File: src/rtl/bp_update_ctrl.sv
// BTB update scheduler: queues resolved-branch feedback and drains it into the
// single BTB write port when IF is idle, plus a table-clear sweep after reset/flush.
module bp_update_ctrl #(
    parameter int IDX_BITS   = 6,
    parameter int FIFO_DEPTH = 4
) (
    input  logic                  clk_i,
    input  logic                  rst_i,
    input  logic                  upd_valid_i,
    input  logic [31:0]           upd_pc_i,
    input  logic                  upd_taken_i,
    input  logic [31:0]           upd_target_i,
    input  logic                  lookup_active_i,
    input  logic                  flush_i,
    output logic                  tbl_we_o,
    output logic [IDX_BITS-1:0]   tbl_idx_o,
    output logic                  tbl_valid_o,
    output logic [29-IDX_BITS:0]  tbl_tag_o,
    output logic [31:0]           tbl_target_o,
    output logic                  init_busy_o,
    output logic                  pred_block_o,
    output logic [15:0]           drop_cnt_o
);
    localparam int PTR_W = $clog2(FIFO_DEPTH);
    localparam logic [PTR_W:0]        FULL_COUNT = (PTR_W + 1)'(FIFO_DEPTH);
    localparam logic [IDX_BITS-1:0]   LAST_IDX   = '1;

    typedef enum logic {INIT, RUN} state_t;

    state_t              state, state_next;
    logic [IDX_BITS-1:0] sweep_idx;
    logic [PTR_W-1:0]    rd_ptr, wr_ptr;
    logic [PTR_W:0]      count;
    logic                push, pop, drop;
    logic                fifo_empty, fifo_full;

    // Only word-aligned instruction addresses matter; pc[1:0] is never stored.
    logic [29:0]         fifo_pc     [FIFO_DEPTH];
    logic                fifo_taken  [FIFO_DEPTH];
    logic [31:0]         fifo_target [FIFO_DEPTH];
    logic                unused_pc_lsbs;

    assign unused_pc_lsbs = ^upd_pc_i[1:0];
    assign fifo_empty     = (count == '0);
    assign fifo_full      = (count == FULL_COUNT);

    always_comb begin
        state_next   = state;
        tbl_we_o     = 1'b0;
        tbl_idx_o    = '0;
        tbl_valid_o  = 1'b0;
        tbl_tag_o    = '0;
        tbl_target_o = '0;
        push         = 1'b0;
        pop          = 1'b0;
        drop         = 1'b0;
        if (rst_i) begin
            state_next = INIT;
        end else if (flush_i) begin
            drop       = upd_valid_i;
            state_next = INIT;
        end else if (state == INIT) begin
            tbl_we_o  = 1'b1;
            tbl_idx_o = sweep_idx;
            drop      = upd_valid_i;
            if (sweep_idx == LAST_IDX) begin
                state_next = RUN;
            end
        end else begin
            push = upd_valid_i;
            // A full queue must drain now so the incoming push is never refused.
            if (!fifo_empty && (!lookup_active_i || fifo_full)) begin
                pop          = 1'b1;
                tbl_we_o     = 1'b1;
                tbl_idx_o    = fifo_pc[rd_ptr][IDX_BITS-1:0];
                tbl_tag_o    = fifo_pc[rd_ptr][29:IDX_BITS];
                tbl_valid_o  = fifo_taken[rd_ptr];
                tbl_target_o = fifo_target[rd_ptr];
            end
        end
    end

    assign init_busy_o  = rst_i || (state == INIT);
    assign pred_block_o = rst_i || (state == INIT) || (pop && lookup_active_i);

    always_ff @(posedge clk_i) begin
        if (rst_i) begin
            state      <= INIT;
            sweep_idx  <= '0;
            rd_ptr     <= '0;
            wr_ptr     <= '0;
            count      <= '0;
            drop_cnt_o <= '0;
        end else begin
            state <= state_next;
            if (drop && (drop_cnt_o != 16'hFFFF)) begin
                drop_cnt_o <= drop_cnt_o + 16'd1;
            end
            if (flush_i) begin
                sweep_idx <= '0;
                rd_ptr    <= '0;
                wr_ptr    <= '0;
                count     <= '0;
            end else begin
                if (state == INIT) begin
                    sweep_idx <= sweep_idx + 1'b1;
                end
                if (push) begin
                    wr_ptr <= wr_ptr + 1'b1;
                end
                if (pop) begin
                    rd_ptr <= rd_ptr + 1'b1;
                end
                if (push && !pop) begin
                    count <= count + 1'b1;
                end else if (pop && !push) begin
                    count <= count - 1'b1;
                end
            end
        end
    end

    always_ff @(posedge clk_i) begin
        if (push) begin
            fifo_pc[wr_ptr]     <= upd_pc_i[31:2];
            fifo_taken[wr_ptr]  <= upd_taken_i;
            fifo_target[wr_ptr] <= upd_target_i;
        end
    end

endmodule

File: config.mk
export PLATFORM = sky130hd
export DESIGN_NAME = bp_update_ctrl
export DESIGN_NICKNAME = d
export VERILOG_FILES = /design/src/rtl/bp_update_ctrl.sv
export SDC_FILE = /design/constraint.sdc
export NUM_CORES = 1
export LEC_CHECK = 0
export CAP_MARGIN = 20
export CORE_ASPECT_RATIO = 2
export CORE_MARGIN = 2
export CORE_UTILIZATION = 59
export CTS_CLUSTER_DIAMETER = 40
export DETAILED_ROUTE_END_ITERATION = 7
export HOLD_SLACK_MARGIN = 0.03
export PLACE_DENSITY = 0.91
export SETUP_SLACK_MARGIN = 0.5
export SYNTH_ARGS = -nofsm -noshare
export SYNTH_HDL_FRONTEND = slang
export SYNTH_SLANG_ARGS = --single-unit
File: constraint.sdc
create_clock -name clk_i -period 7.25 [get_ports clk_i]
set_input_delay 1.0875 -clock clk_i [delete_from_list [all_inputs] [get_ports clk_i]]
set_output_delay 1.0875 -clock clk_i [all_outputs]
set_load 0.02 [all_outputs]
# After elaboration in Yosys (flattened, before gate mapping)
# Memories as Yosys holds them, arrays and structs flattened. A register that Yosys moved wholly into a read port is not among the register bits.
# Cells that the tools add are included.
# totals
register_bits,30
mem_bits_rw,252
out_inout_bits,82
inputBits,70
elab_cells,75
memories,3
# op_classes
addsub,6
mux,41
n_bitwise,1
n_eq_ne,3
n_reduce_logical,15
# mem_list
memory,words,width,read_ports,rd_clocked_by_memory_dff,write_ports,line_no,rtl
fifo_target,4,32,1,1,1,40,logic [31:0] fifo_target [FIFO_DEPTH];
fifo_pc,4,30,1,1,1,38,logic [29:0] fifo_pc [FIFO_DEPTH];
fifo_taken,4,1,1,1,1,39,logic fifo_taken [FIFO_DEPTH];
# op_table
operator,n
$mux W32,4
$mux W24,4
$mux W6,4
$mux W1,21
$add A16 B1 Y16 const B,1
$ne A16 B16 Y1 const B,1
$mux W2,6
$add A6 B1 Y6 const B,1
$eq A6 B6 Y1 const B,1
$mux W3,2
$logic_and A1 B1 Y1,5
$add A2 B1 Y2 const B,2
$logic_not A1 Y1,4
$add A3 B1 Y3 const B,1
$eq A3 B3 Y1 const B,1
$logic_not A3 Y1,1
$logic_or A1 B1 Y1,3
$sub A3 B1 Y3 const B,1
$reduce_bool A2 Y1,1
$reduce_or A2 Y1,1
$not A1 Y1,1

# Depth between registers and ports, before layout
# Gate-level depths: netlist (run 1).
# logic_depth
word_depth,10
depth_mapped,9
ltp_nobuf,8

# Least setup slack after synthesis (run 1)
# Ideal clock, no wire load.
# synth_path
kind,input to register
startpoint,input port rst_i
endpoint,"memory fifo_pc[0][0], enable pin"
slack_ns,3.539
arrival_time_ns,3.284
cell_stages,3
n_path_buf,0
setup_time_ns,0.428
t_required_ns,6.822
cell_sequence,nand2b_1 nor3b_2 and2_1
# synth_between
elab_chain_cells,3
# synth_rtl
element,line_no,rtl
"start, declared",8,"input logic rst_i,"
$mux W1,57,if (rst_i) begin
named net push,34,"logic push, pop, drop;"
$mux W1,124,if (push) begin
$mux W1 (implied by the code),125,fifo_pc[wr_ptr] <= upd_pc_i[31:2];
"end, declared",38,
# The timed path passes the listed nets, and every way through them passes these cells.

# Final worst setup path (run 1)
# layout_path
startpoint,input port rst_i
endpoint,output port tbl_tag_o[10]
# layout_between
elab_chain_cells,1
# layout_rtl
element,line_no,rtl
$mux W24,57,
"end, declared",18,"output logic [29-IDX_BITS:0] tbl_tag_o,"
# Every way passes these cells.

==> flow_summary.ini, run 1 <==
[setup_path]
cp_max_fo = 59
crit_arrival_ns = 3.82
rr_startpoint = state
worstSetupEndpointType = output port
max_stage_delay_ns = 0.73
cp.depth = 6
cp_cell_sequence = clkdlybuf4s50_1 > nor2_2 > nand4_1 > buf_4 > and2b_1 > clkdlybuf4s50_1
crit_buf_inv = 3
start_kind = input port
slowest_stage = clkdlybuf4s50_1
worstReg2RegEnd = count[2]
worstPathRequired_ns = 6.16
crit_top_cell = clkdlybuf4s50_1
crit_family = buffers and inverters
r2r_setup_slack_ns = 4.32
crit_type = input port to output port
r2r_cells = 8

[yosys]
yosysWarnings = 0
synth_edf_count = 252
synth_area_leaders = edfxtp_1 (68%), mux4_2 (13%), dfxtp_1 (5.7%), nor2b_1 (3.1%), ha_1 (0.78%)
syn-cell-area_sq_um = 11200
synthArstFlopShare_pct = 0
syn-instance-count = 593
synth_top_cell_area_share_pct = 67.58
ys_dominant_reg_cell = edfxtp_1
synth-seq-cells = 284
synth.net_count = 671
syn_avg_cell_area_sq_um = 18.88
yosys.area.top_type = edfxtp_1
ys_types = 46
synth_seq_area_share_pct = 73.30

[timing]
final_max_slew_viol_count = 0
min_period_ns = 4.909
fin_crit_sh_pct = 67.71
max-slew-margin-rel_pct = 35.98
tns_ns = 0
rsz0062_at_grt = no
worst_slack_ns = 2.341
tightest_slew_ns = 0.9603
max_freq_ghz = 0.2037
setup_viol = 0
finalClockSkew_ns = 0.008398
hold_violations = 0

[global_routing]
grt_overflow = 0
antenna_found_initial = 2
grt_use_total_pct = 23.25
grt_pass1_vias = 6545
grt_max_degree = 64
grt_pass1_wl_mm = 35.28

[floorplanning]
start_util_pct = 59.74
dieArea_sq_um = 20160
die_w_um = 101.4
io-pin-count = 152
fp-row-count = 71
die_h_um = 198.8
core-area_sq_um = 18740

[layout]
final_nets = 821
postLayoutCellArea_sq_um = 13700
area_growth_pct = 22.32
fill_cells = 1076
final_cells = 1018
drive_above_1_share_pct = 14.85
final_util_pct = 73.07

[route]
routed_wl_mm = 22.81
avgRoutedWirePerCell_um = 22.40
firstDrtPassIters = 5
via_per_inst = 5.992
drc = 0
drtAntennaViolNets = 0
vias = 6100
drt_iter0_drc = 388

[placement]
numPortBuffers = 149
placed_cells = 971
dpl.hpwl_mm = 14.06
place.gp.congestion = 0.9088
place_area_sq_um = 12900
preCtsSetupSlack_ns = 2.397

[clock_network]
cts_buffers = 25
clock_latency_ns = 0.51
clockBufferDepth = 3
cts_resized = 0
clk_pin_slew_ns = 0.06
cts_root_buffer = clkbuf_16
postCtsHoldBufs = 0
cts_tree = built
cts_setup_buffers = 0
htreeDepth = 1
cts.sinks = 284

[outcome]
outcome = finished, final reports clean

[worst_hold_path]
hp-class = flop to flop
worstHoldStart = count[2]
holdPathEnd = count[2]
hold_depth = 2

[power]
ir_worst_vdd_uv = 220.5
powerDensity_nw_per_um2 = 227.8
leakage_nw = 4.253

[run]
drv_cap = 0
-- area by class of cell --
class                      count  area, sq um  share of cell area (%)
antenna                        2        5.005                 0.03654
clock buffer                  29        640.6                   4.678
clock inverter                16        146.4                   1.069
inverter                       6        22.52                  0.1644
multi-input combinational    274         2835                   20.70
sequential                   284         8213                   59.97
tap                          255        319.1                   2.330
timing repair buffer         152         1514                   11.05
-- cells in the mapped netlist (all sizes together) (5+ instances only) --
cell	count
and2	7
nor2b	55
or3	5
inv	6
o21ai	11
nor2	16
a21oi	9
buf	14
and2b	8
mux4	63
nand2	11
nand4	10
nand3	14
ha	7
clkbuf	15
dfxtp	32
xor2	5
edfxtp	252
mux2i	5
-- metal layers --
| layer | track usage, % | routed length [um] | vias up |
|---|---|---|---|
| met4 | 9.009 | 834 | 0 |
| li1 | - | - | 2681 |
| met5 | 0 | 0 | - |
| met1 | 27.04 | 7813 | 3094 |
| met2 | 42.19 | 12880 | 260 |
| met3 | 4.006 | 1277 | 65 |
-- worst max-delay path by stage --
stage                    end  start
2_1_floorplan  fifo_pc[0][0]  rst_i
3_3_place_gp   tbl_tag_o[10]  rst_i
3_5_place_dp    tbl_tag_o[5]  rst_i
4_1_cts         tbl_tag_o[5]  rst_i
5_1_grt        tbl_tag_o[10]  rst_i
6_report       tbl_tag_o[10]  rst_i
-- power by group --
part / total, W / switching [W] / leakage [nW] / internal, W
clock network: 0.00128 / 0.000567 / 0.378 / 0.000710
registers: 0.00178 / 0.00000134 / 2.52 / 0.00178
logic: 0.0000643 / 0.0000277 / 1.35 / 0.0000366
total: 0.00312 / 0.000596 / 4.25 / 0.00252
-- registers in the layout, indices dropped and copies added, names as in the netlist, named ones only --
name         cells
fifo_target    128
fifo_pc        120
drop_cnt_o      16
sweep_idx        6
fifo_taken       4
count            3
rd_ptr           2
wr_ptr           2
state            1
-- worst reg2reg max path, cell delays in order, from the launching register on --
cell,delay (ns)
dfxtp_1,0.75
nand2b_1,0.21
nor3b_2,0.51
ha_1,0.28
inv_1,0.07
fa_1,0.39
xor2_1,0.19
or3_1,0.33
a21oi_1,0.14
-- per-stage QoR --
step	total power, W	hold slack [ns]
2_1_floorplan	0.001824	0.4266
5_1_grt	0.003202	0.5364
4_1_cts	0.003140	0.4992
3_3_place_gp	0.001873	0.4543
3_5_place_dp	0.001878	0.4845
6_report	0.003119	0.5013
-- kinds of logic (layout without fill, tap and decap cells) --
family,count (synthesis),count (layout),share of synthesized area (%)
mux,70,70,13.32
simple gates,149,149,8.079
compound gates,40,40,2.324
xor+xnor,7,7,0.5476
buf+inv,35,203,1.464
fa+ha+maj,8,8,0.9610
other cells,0,2,0
flops,284,284,73.30
-- cells in the final DEF, fill, tap and decap left out, types with 4 or more instances in the layout --
master | Yosys | layout
o21ai_0 | 11 | 11
clkdlybuf4s50_1 | 0 | 149
clkbuf_1 | 15 | 4
a21oi_1 | 9 | 9
o31ai_1 | 4 | 4
o311ai_0 | 4 | 4
and3_1 | 4 | 4
ha_1 | 7 | 7
o41ai_1 | 4 | 4
nand2_1 | 11 | 11
nor2b_1 | 55 | 55
or4_1 | 4 | 4
nand4_1 | 9 | 9
xor2_1 | 5 | 5
edfxtp_1 | 252 | 252
inv_1 | 6 | 6
clkinv_1 | 0 | 6
and2_4 | 0 | 4
nand3_1 | 14 | 14
mux2i_1 | 5 | 5
or3_1 | 5 | 5
nor2_1 | 15 | 15
and2b_1 | 8 | 8
dfxtp_1 | 32 | 30
clkbuf_16 | 0 | 25
mux4_2 | 63 | 63
Power figures use the tool's default switching activity.
==> run 2, diff against run 1 <==
- CORE_UTILIZATION: 59 -> 55
- PLACE_DENSITY: 0.91 -> 0.86
- clock period: 7.25 -> 5.1 ns (I/O delays scaled with it)
==> run 2 against run 1 <==
Clock-buffer cell count shrank 3; worst hold slack worse by 0.029 ns; clock power up 50%; final cell count grew 0.69%; global-route usage decreased by 2.4 points; die area increased by 7.1%; power grew 46%; clock skew up 0.0045 ns; first-iteration DRC count fell by 16%; via count decreased by 3.3%; critical path depth stayed put; utilization shrank 3.9 points; critical endpoint is now tbl_tag_o[3]; largest cell class unchanged; highest routed layer unchanged.
==> flow_summary.ini, run 2 (synthesis gave the netlist of run 1 again) <==
[outcome]
outcome = finished, final reports clean

[clock_network]
clockBufferDepth = 3
cts_tree = built
postCtsHoldBufs = 0
cts_resized = 0
clock_latency_ns = 0.51
cts.sinks = 284
cts_setup_buffers = 0
htreeDepth = 1
cts_root_buffer = clkbuf_16
clk_pin_slew_ns = 0.07
cts_buffers = 25

[global_routing]
grt_max_degree = 64
antenna_found_initial = 0
grt_overflow = 0
grt_use_total_pct = 20.83
grt_pass1_wl_mm = 34.35
grt_pass1_vias = 6413

[route]
via_per_inst = 5.757
drc = 0
avgRoutedWirePerCell_um = 21.84
drtAntennaViolNets = 0
routed_wl_mm = 22.39
vias = 5901
drt_iter0_drc = 324
firstDrtPassIters = 5

[placement]
place.gp.congestion = 0.9440
placed_cells = 980
numPortBuffers = 149
dpl.hpwl_mm = 13.97

[timing]
min_period_ns = 4.180
max-slew-margin-rel_pct = 32.52
tightest_slew_ns = 1.012
tns_ns = 0
final_max_slew_viol_count = 0
setup_viol = 0
finalClockSkew_ns = 0.01290
fin_crit_sh_pct = 81.96
max_freq_ghz = 0.2392
rsz0062_at_grt = no
hold_violations = 0

[setup_path]
max_stage_delay_ns = 0.72
crit_buf_inv = 3
rr_startpoint = count[0]
crit_path_start = rst_i
crit_top_cell = clkdlybuf4s50_1
crit_arrival_ns = 3.42
start_kind = input port
crit_type = input port to output port
cp_cell_sequence = clkdlybuf4s50_1 > nor2_2 > nand4_1 > buf_4 > nor2b_1 > clkdlybuf4s50_1
crit_family = buffers and inverters
cp_max_fo = 59
worstPathRequired_ns = 4.34
worstSetupEndpointType = output port
cp.depth = 6
r2r_cells = 9
r2r_setup_slack_ns = 2.15
slowest_stage = clkdlybuf4s50_1

[floorplanning]
start_util_pct = 56.23
fp-row-count = 73
die_h_um = 205.8
dieArea_sq_um = 21580
io-pin-count = 152
die_w_um = 104.9
core-area_sq_um = 19910

[layout]
layout_commonest_cell = edfxtp_1
top_register = fifo_target
layout_common_cells = edfxtp_1 (252), clkdlybuf4s50_1 (149), mux4_2 (63)
largest_register_ffs = 128
reg_top3 = fifo_target (128), fifo_pc (120), drop_cnt_o (16)
area_growth_pct = 23.01
final_cells = 1025
drive_above_1_share_pct = 16.12
insertedDiodeCount = 0
final_nets = 823

[run]
drv_cap = 0

[power]
ir_worst_vdd_uv = 372.7
powerDensity_nw_per_um2 = 329.8
leakage_nw = 4.308

[worst_hold_path]
hp-class = flop to flop
worstHoldStart = rd_ptr[1]
hold_depth = 1
[run 2: changes by cell type in the layout (fill, tap and decap cells not counted), sizes merged]
cell      delta
buf          +2
bufinv       +2
clkbuf       -3
clkinv       +3
clkinvlp     -1
diode        -2
inv          -1
[run 2: path summary, 6_finish.rpt]
check / end
worst min register to register: flop
worst min-delay path: flop
worst max register to register: count[2]
worst max-delay path: tbl_tag_o[3]
[run 2: per-stage QoR]
stage               instance area (sq um)  power (W)  util, %  hold WS [ns]  setup WS (ns)
detailed placement                  12930   0.002670    64.92        0.4524         0.8986
floorplan                           11200   0.002593        -        0.4266          1.711
CTS                                 13770   0.004579    69.17        0.4646         0.8643
global placement                    12930   0.002664    64.92        0.4354         0.9400
finish                              13770   0.004542    69.17        0.4723         0.9199
global route                        13770   0.004661    69.17        0.4991         0.7393
[run 2: worst register-to-register path, cell delays in order (launching register included)]
cell and delay [ns]:
dfxtp_1 0.36, or3_1 0.40, nand4_1 0.10, buf_4 0.58
ha_1 0.34, inv_1 0.06, fa_1 0.39, xor2_1 0.19
or3_1 0.31, a21oi_1 0.15
[run 2: final cells by class]
type,count,area [sq um]
clock buffers,26,629.4
clock inverters,19,216.5
fillers,1309,6138
inverters,6,22.52
multi-input cells,274,2835
flip-flops and latches,284,8213
well taps,262,327.8
repair buffers,154,1529
[run 2: where the power goes]
group	internal (W)	switching (W)
registers	0.00253	0.00000206
clock network	0.00111	0.000813
logic	0.0000521	0.0000396
[run 2: routing by layer]
| metal | wire length (um) | vias up | GRT usage (%) | share of wire (%) |
|---|---|---|---|---|
| met5 | 0 | - | 0 | 0 |
| met4 | 770 | 0 | 8.429 | 3.4 |
| met1 | 7860 | 2981 | 22.89 | 35 |
| met2 | 12540 | 205 | 39.42 | 56 |
| met3 | 1215 | 42 | 3.579 | 5.4 |
| li1 | - | 2673 | - | - |
==> RTL change 1: new RTL, flow settings as in run 2 <==
Add an input register stage for `upd_valid_i`, `upd_pc_i`, `upd_taken_i`, `upd_target_i`, `lookup_active_i` and `flush_i`, cleared by the reset; this delays them by one clock.
--- a/src/rtl/bp_update_ctrl.sv
+++ b/src/rtl/bp_update_ctrl.sv
@@ -27,6 +27,31 @@
 
     typedef enum logic {INIT, RUN} state_t;
 
+    logic upd_valid_q;
+    logic [31:0] upd_pc_q;
+    logic upd_taken_q;
+    logic [31:0] upd_target_q;
+    logic lookup_active_q;
+    logic flush_q;
+
+    always_ff @(posedge clk_i) begin
+        if (rst_i) begin
+            upd_valid_q     <= '0;
+            upd_pc_q        <= '0;
+            upd_taken_q     <= '0;
+            upd_target_q    <= '0;
+            lookup_active_q <= '0;
+            flush_q         <= '0;
+        end else begin
+            upd_valid_q     <= upd_valid_i;
+            upd_pc_q        <= upd_pc_i;
+            upd_taken_q     <= upd_taken_i;
+            upd_target_q    <= upd_target_i;
+            lookup_active_q <= lookup_active_i;
+            flush_q         <= flush_i;
+        end
+    end
+
     state_t              state, state_next;
     logic [IDX_BITS-1:0] sweep_idx;
     logic [PTR_W-1:0]    rd_ptr, wr_ptr;
@@ -40,7 +65,7 @@
     logic [31:0]         fifo_target [FIFO_DEPTH];
     logic                unused_pc_lsbs;
 
-    assign unused_pc_lsbs = ^upd_pc_i[1:0];
+    assign unused_pc_lsbs = ^upd_pc_q[1:0];
     assign fifo_empty     = (count == '0);
     assign fifo_full      = (count == FULL_COUNT);
 
@@ -56,20 +81,20 @@
         drop         = 1'b0;
         if (rst_i) begin
             state_next = INIT;
-        end else if (flush_i) begin
-            drop       = upd_valid_i;
+        end else if (flush_q) begin
+            drop       = upd_valid_q;
             state_next = INIT;
         end else if (state == INIT) begin
             tbl_we_o  = 1'b1;
             tbl_idx_o = sweep_idx;
-            drop      = upd_valid_i;
+            drop      = upd_valid_q;
             if (sweep_idx == LAST_IDX) begin
                 state_next = RUN;
             end
         end else begin
-            push = upd_valid_i;
+            push = upd_valid_q;
             // A full queue must drain now so the incoming push is never refused.
-            if (!fifo_empty && (!lookup_active_i || fifo_full)) begin
+            if (!fifo_empty && (!lookup_active_q || fifo_full)) begin
                 pop          = 1'b1;
                 tbl_we_o     = 1'b1;
                 tbl_idx_o    = fifo_pc[rd_ptr][IDX_BITS-1:0];
@@ -81,7 +106,7 @@
     end
 
     assign init_busy_o  = rst_i || (state == INIT);
-    assign pred_block_o = rst_i || (state == INIT) || (pop && lookup_active_i);
+    assign pred_block_o = rst_i || (state == INIT) || (pop && lookup_active_q);
 
     always_ff @(posedge clk_i) begin
         if (rst_i) begin
@@ -96,7 +121,7 @@
             if (drop && (drop_cnt_o != 16'hFFFF)) begin
                 drop_cnt_o <= drop_cnt_o + 16'd1;
             end
-            if (flush_i) begin
+            if (flush_q) begin
                 sweep_idx <= '0;
                 rd_ptr    <= '0;
                 wr_ptr    <= '0;
@@ -122,9 +147,9 @@
 
     always_ff @(posedge clk_i) begin
         if (push) begin
-            fifo_pc[wr_ptr]     <= upd_pc_i[31:2];
-            fifo_taken[wr_ptr]  <= upd_taken_i;
-            fifo_target[wr_ptr] <= upd_target_i;
+            fifo_pc[wr_ptr]     <= upd_pc_q[31:2];
+            fifo_taken[wr_ptr]  <= upd_taken_q;
+            fifo_target[wr_ptr] <= upd_target_q;
         end
     end
 
Behaviour: not the same (Yosys sat finds a counterexample within 4 cycles, from zero or initial values and one cycle with rst_i high).
==> RTL change 1 against run 2 <==
- combinational power is 16% higher
- critical endpoint is now tbl_target_o[29]
- power increased by 20%
- cell area increased by 13%
- wire length is 6.8% higher
- sequential cell count rose by 66
- maximum frequency is 5.0% higher
- synthesized cell count increased by 23%
- setup slack better by 0.20 ns
- area after synthesis increased by 15%
==> RTL change 1: results (changes against run 2) <==
stage,metric,value,unit,change
outcome,outcome,completed,,
sta,final critical-path required period,3.98,ns,-0.198 ns
placement,Placed Instances,1132,,+16%
worst_setup_path,Critical Path AT,3.22,ns,-0.20 ns
finish,Largest regs,"fifo_target: 128 flops, fifo_pc: 120 flops, upd_target_q: 32 flops",,
yosys,Synth area leaders,"edfxtp_1, dfxtp_1, mux4_2, nor2b_1, clkbuf_1",,
yosys,post-synth net total,809,,+21%
grt,routing usage on met3,0.0271,,-0.00868
grt,first-pass GRT wire length,36500,um,+6.3%
worst_setup_path,CP Class,flop to primary output,,
worst_setup_path,crit path max fanout,42,,-29%
grt,vias in the first global route,6757,,+5.4%
clock_network,cts bufs inserted,26,,+4.0%
route,first-pass iteration count of the detailed router,4,,-1
placement,Detailed Place HPWL,13800,um,-1.5%
sta,Rel. slew slack,0.325,,about the same
finish,share of cells above drive strength 1,0.143,,-0.0185
clock_network,worst-skew pair later-pin latency,0.54,ns,+0.03 ns
yosys,post-synthesis adder-cell area fraction,0.00835,,-0.00126
pwr,Seq group,0.00310,W,+23%
route,routed wl met2,13500,um,+7.3%
sta,Final Skew,0.0155,ns,+0.00255 ns
route,Routed WL,23900,um,+6.8%
pwr,switching power,0.00100,W,+17%
placement,pre-CTS setup slack,1.27,ns,+0.373 ns
worst_setup_path,flop-to-flop setup slack,2.17,ns,+0.02 ns
RTL change 1: changes by cell type in the layout (fill, tap and decap cells not counted), moves of 3 or more:
cell,change
clkinvlp_4,+5
nor2_1,+5
nand4_1,-4
nor2b_1,+74
dfxtp_1,+66
clkinv_2,-7
mux2_2,+3
nand3_1,-4
and2b_1,-8
clkbuf_8,+3
o21a_1,-3
nor3_1,+3
RTL change 1: metrics by stage:
step	area (sq um)	hold WS, ns	power [W]
5_1_grt	15600	0.488	0.00561
3_5_place_dp	14600	0.450	0.00326
4_1_cts	15600	0.461	0.00550
2_1_floorplan	12900	0.437	0.00319
6_report	15600	0.463	0.00546
3_3_place_gp	14600	0.442	0.00326
RTL change 1: area by class of cell:
class | instances | area [sq um]
Sequential cell | 350 | 9540
Fill cell | 1571 | 7520
Multi-Input combinational cell | 337 | 3190
Timing Repair Buffer | 154 | 1530
Clock buffer | 33 | 728
Tap cell | 283 | 354
Clock inverter | 15 | 245
Inverter | 8 | 30.0
==> RTL change 2: new RTL, settings of run 2 <==
Without the edit above. `FIFO_DEPTH`: 4 -> 8.
--- a/src/rtl/bp_update_ctrl.sv
+++ b/src/rtl/bp_update_ctrl.sv
@@ -2,7 +2,7 @@
 // single BTB write port when IF is idle, plus a table-clear sweep after reset/flush.
 module bp_update_ctrl #(
     parameter int IDX_BITS   = 6,
-    parameter int FIFO_DEPTH = 4
+    parameter int FIFO_DEPTH = 8
 ) (
     input  logic                  clk_i,
     input  logic                  rst_i,
Check against the original RTL: same outputs for any inputs over 4 cycles, from zero or initial values and one cycle with rst_i high; that may be too few to reach the edited logic, so the function may still have changed.
==> RTL change 2 against run 2 <==
- area after synthesis grew 87%
- highest routed layer unchanged
- critical path type is now flop to primary output
- count of clock-buffer cells in the layout grew 31
- power grew 84%
- combinational power grew 37%
- core utilization shrank 4.0 points
- setup slack gained 0.054 ns
- cell area grew 79%
- first-iteration DRC count grew to 2.8 times the old value
- sequential cell count grew 256
- wire length grew 96%
- synthesized cell count grew 71%
==> RTL change 2: results (changes against run 2) <==
stage,metric,value,unit,change
placement,Detailed Place HPWL,24900,um,+78%
grt,number of antenna violations at the first check in global routing,5,,+5
grt,aggregate global-route resource usage,0.223,,+0.0149
yosys,Gate Count Post-Synth,1014,,+71%
yosys,commonest cells in the netlist,"edfxtp_1, mux4_2, nor2_1",,
sta,Worst Hold Slack,0.483,ns,+0.0111 ns
worst_setup_path,CP Capture Point,tbl_tag_o[11],,
pwr,switching power,0.00157,W,+84%
pwr,leak pwr,7.50,nW,+74%
route,routed length per instance,25.9,um,+18%
yosys,sequential area share after synthesis,0.756,,+0.0229
pwr,total combinational power,0.000126,W,+37%
worst_setup_path,Critical Path AT,3.36,ns,-0.06 ns
grt,first-pass GRT wire length,65800,um,+92%
sta,Slew @ Worst Pin,0.739,ns,-0.273 ns
finish,Largest regs,"fifo_target: 256 flops, fifo_pc: 240 flops, drop_cnt_o: 16 flops",,
route,First DRT Iteration DRCs,905,,+180%
route,Vias,10333,,+75%
clock_network,worst-skew pair later-pin latency,0.56,ns,+0.05 ns
worst_setup_path,"slowest stage delay, CP",0.81,ns,+0.09 ns
route,vias per cell,6.11,,+6.1%
yosys,post-synth net total,1092,,+63%
min_path,Min-Delay Startpoint,count[3],,
worst_setup_path,CP Class,flop to primary output,,
pwr,Peak supply drop,0.000266,V,-29%
yosys,Synth area leaders,"edfxtp_1, mux4_2, mux2i_1, dfxtp_1, nor2_1",,
finish,share of cells above drive strength 1,0.197,,+0.0359
grt,vias in the first global route,11063,,+73%
placement,routability cong.,0.788,,-17%
worst_setup_path,flop-to-flop setup slack,1.98,ns,-0.17 ns
outcome,outcome,completed,,
worst_setup_path,Reg2Reg Depth,10,,+1
worst_setup_path,crit path max fanout,34,,-42%
yosys,Post-synth EDFFs,504,,+100%
yosys,Synth cell types,52,,+13%
min_path,hold path cells,2,,+1
placement,Placed Instances,1606,,+64%
-- RTL change 2: cell count changes after synthesis, sizes merged, moves of 19 or more --
cell,run 2,this run
buf,14,33
edfxtp,252,504
mux2i,5,73
mux4,63,126
nor2,16,86
nor2b,55,6
-- RTL change 2: worst register-to-register path, delay by kind of cell (launching register included) --
| family | cells | cell delay [ns] |
|---|---|---|
| and+or+nand+nor | 3 | 1.22 |
| adders and majority gates | 2 | 0.54 |
| muxes | 2 | 0.46 |
| DFF | 1 | 0.38 |
| AOI/OAI and AO/OA | 2 | 0.35 |
| buffers and inverters | 1 | 0.10 |
-- RTL change 2: final cells by class --
class                           instances  area share
Tap cell                              463      0.0235
Sequential cell                       540       0.644
Antenna cell                            6    0.000609
Timing Repair Buffer                  180      0.0740
Inverter                                5    0.000762
Multi-Input combinational cell        418       0.199
Clock buffer                           57      0.0475
Clock inverter                         23      0.0107
-- RTL change 2: through the flow --
stage / setup slack [ns] / util / instance area, sq um / power, W
2_1_floorplan: 0.536 / - / 21000 / 0.00496
3_3_place_gp: 1.29 / 0.614 / 23200 / 0.00505
3_5_place_dp: 1.25 / 0.614 / 23200 / 0.00506
4_1_cts: 0.843 / 0.652 / 24600 / 0.00839
5_1_grt: 0.750 / 0.652 / 24600 / 0.00855
6_report: 0.973 / 0.652 / 24600 / 0.00836
-- RTL change 2: logic make-up after synthesis --
group / after synthesis / share of synthesized area
flops: 540 / 0.756
mux: 203 / 0.172
simple gates: 158 / 0.0368
buf+inv: 56 / 0.0135
compound gates: 40 / 0.0126
xor+xnor: 9 / 0.00376
fa+ha+maj: 8 / 0.00513
-- RTL change 2: routing by layer --
layer  global-route usage  part of all wire  vias up
met4                0.104             0.043        0
met5                    0                 0        -
met3               0.0306             0.056      101
met2                0.403              0.55      421
met1                0.263              0.35     5325
li1                     -                 -     4486
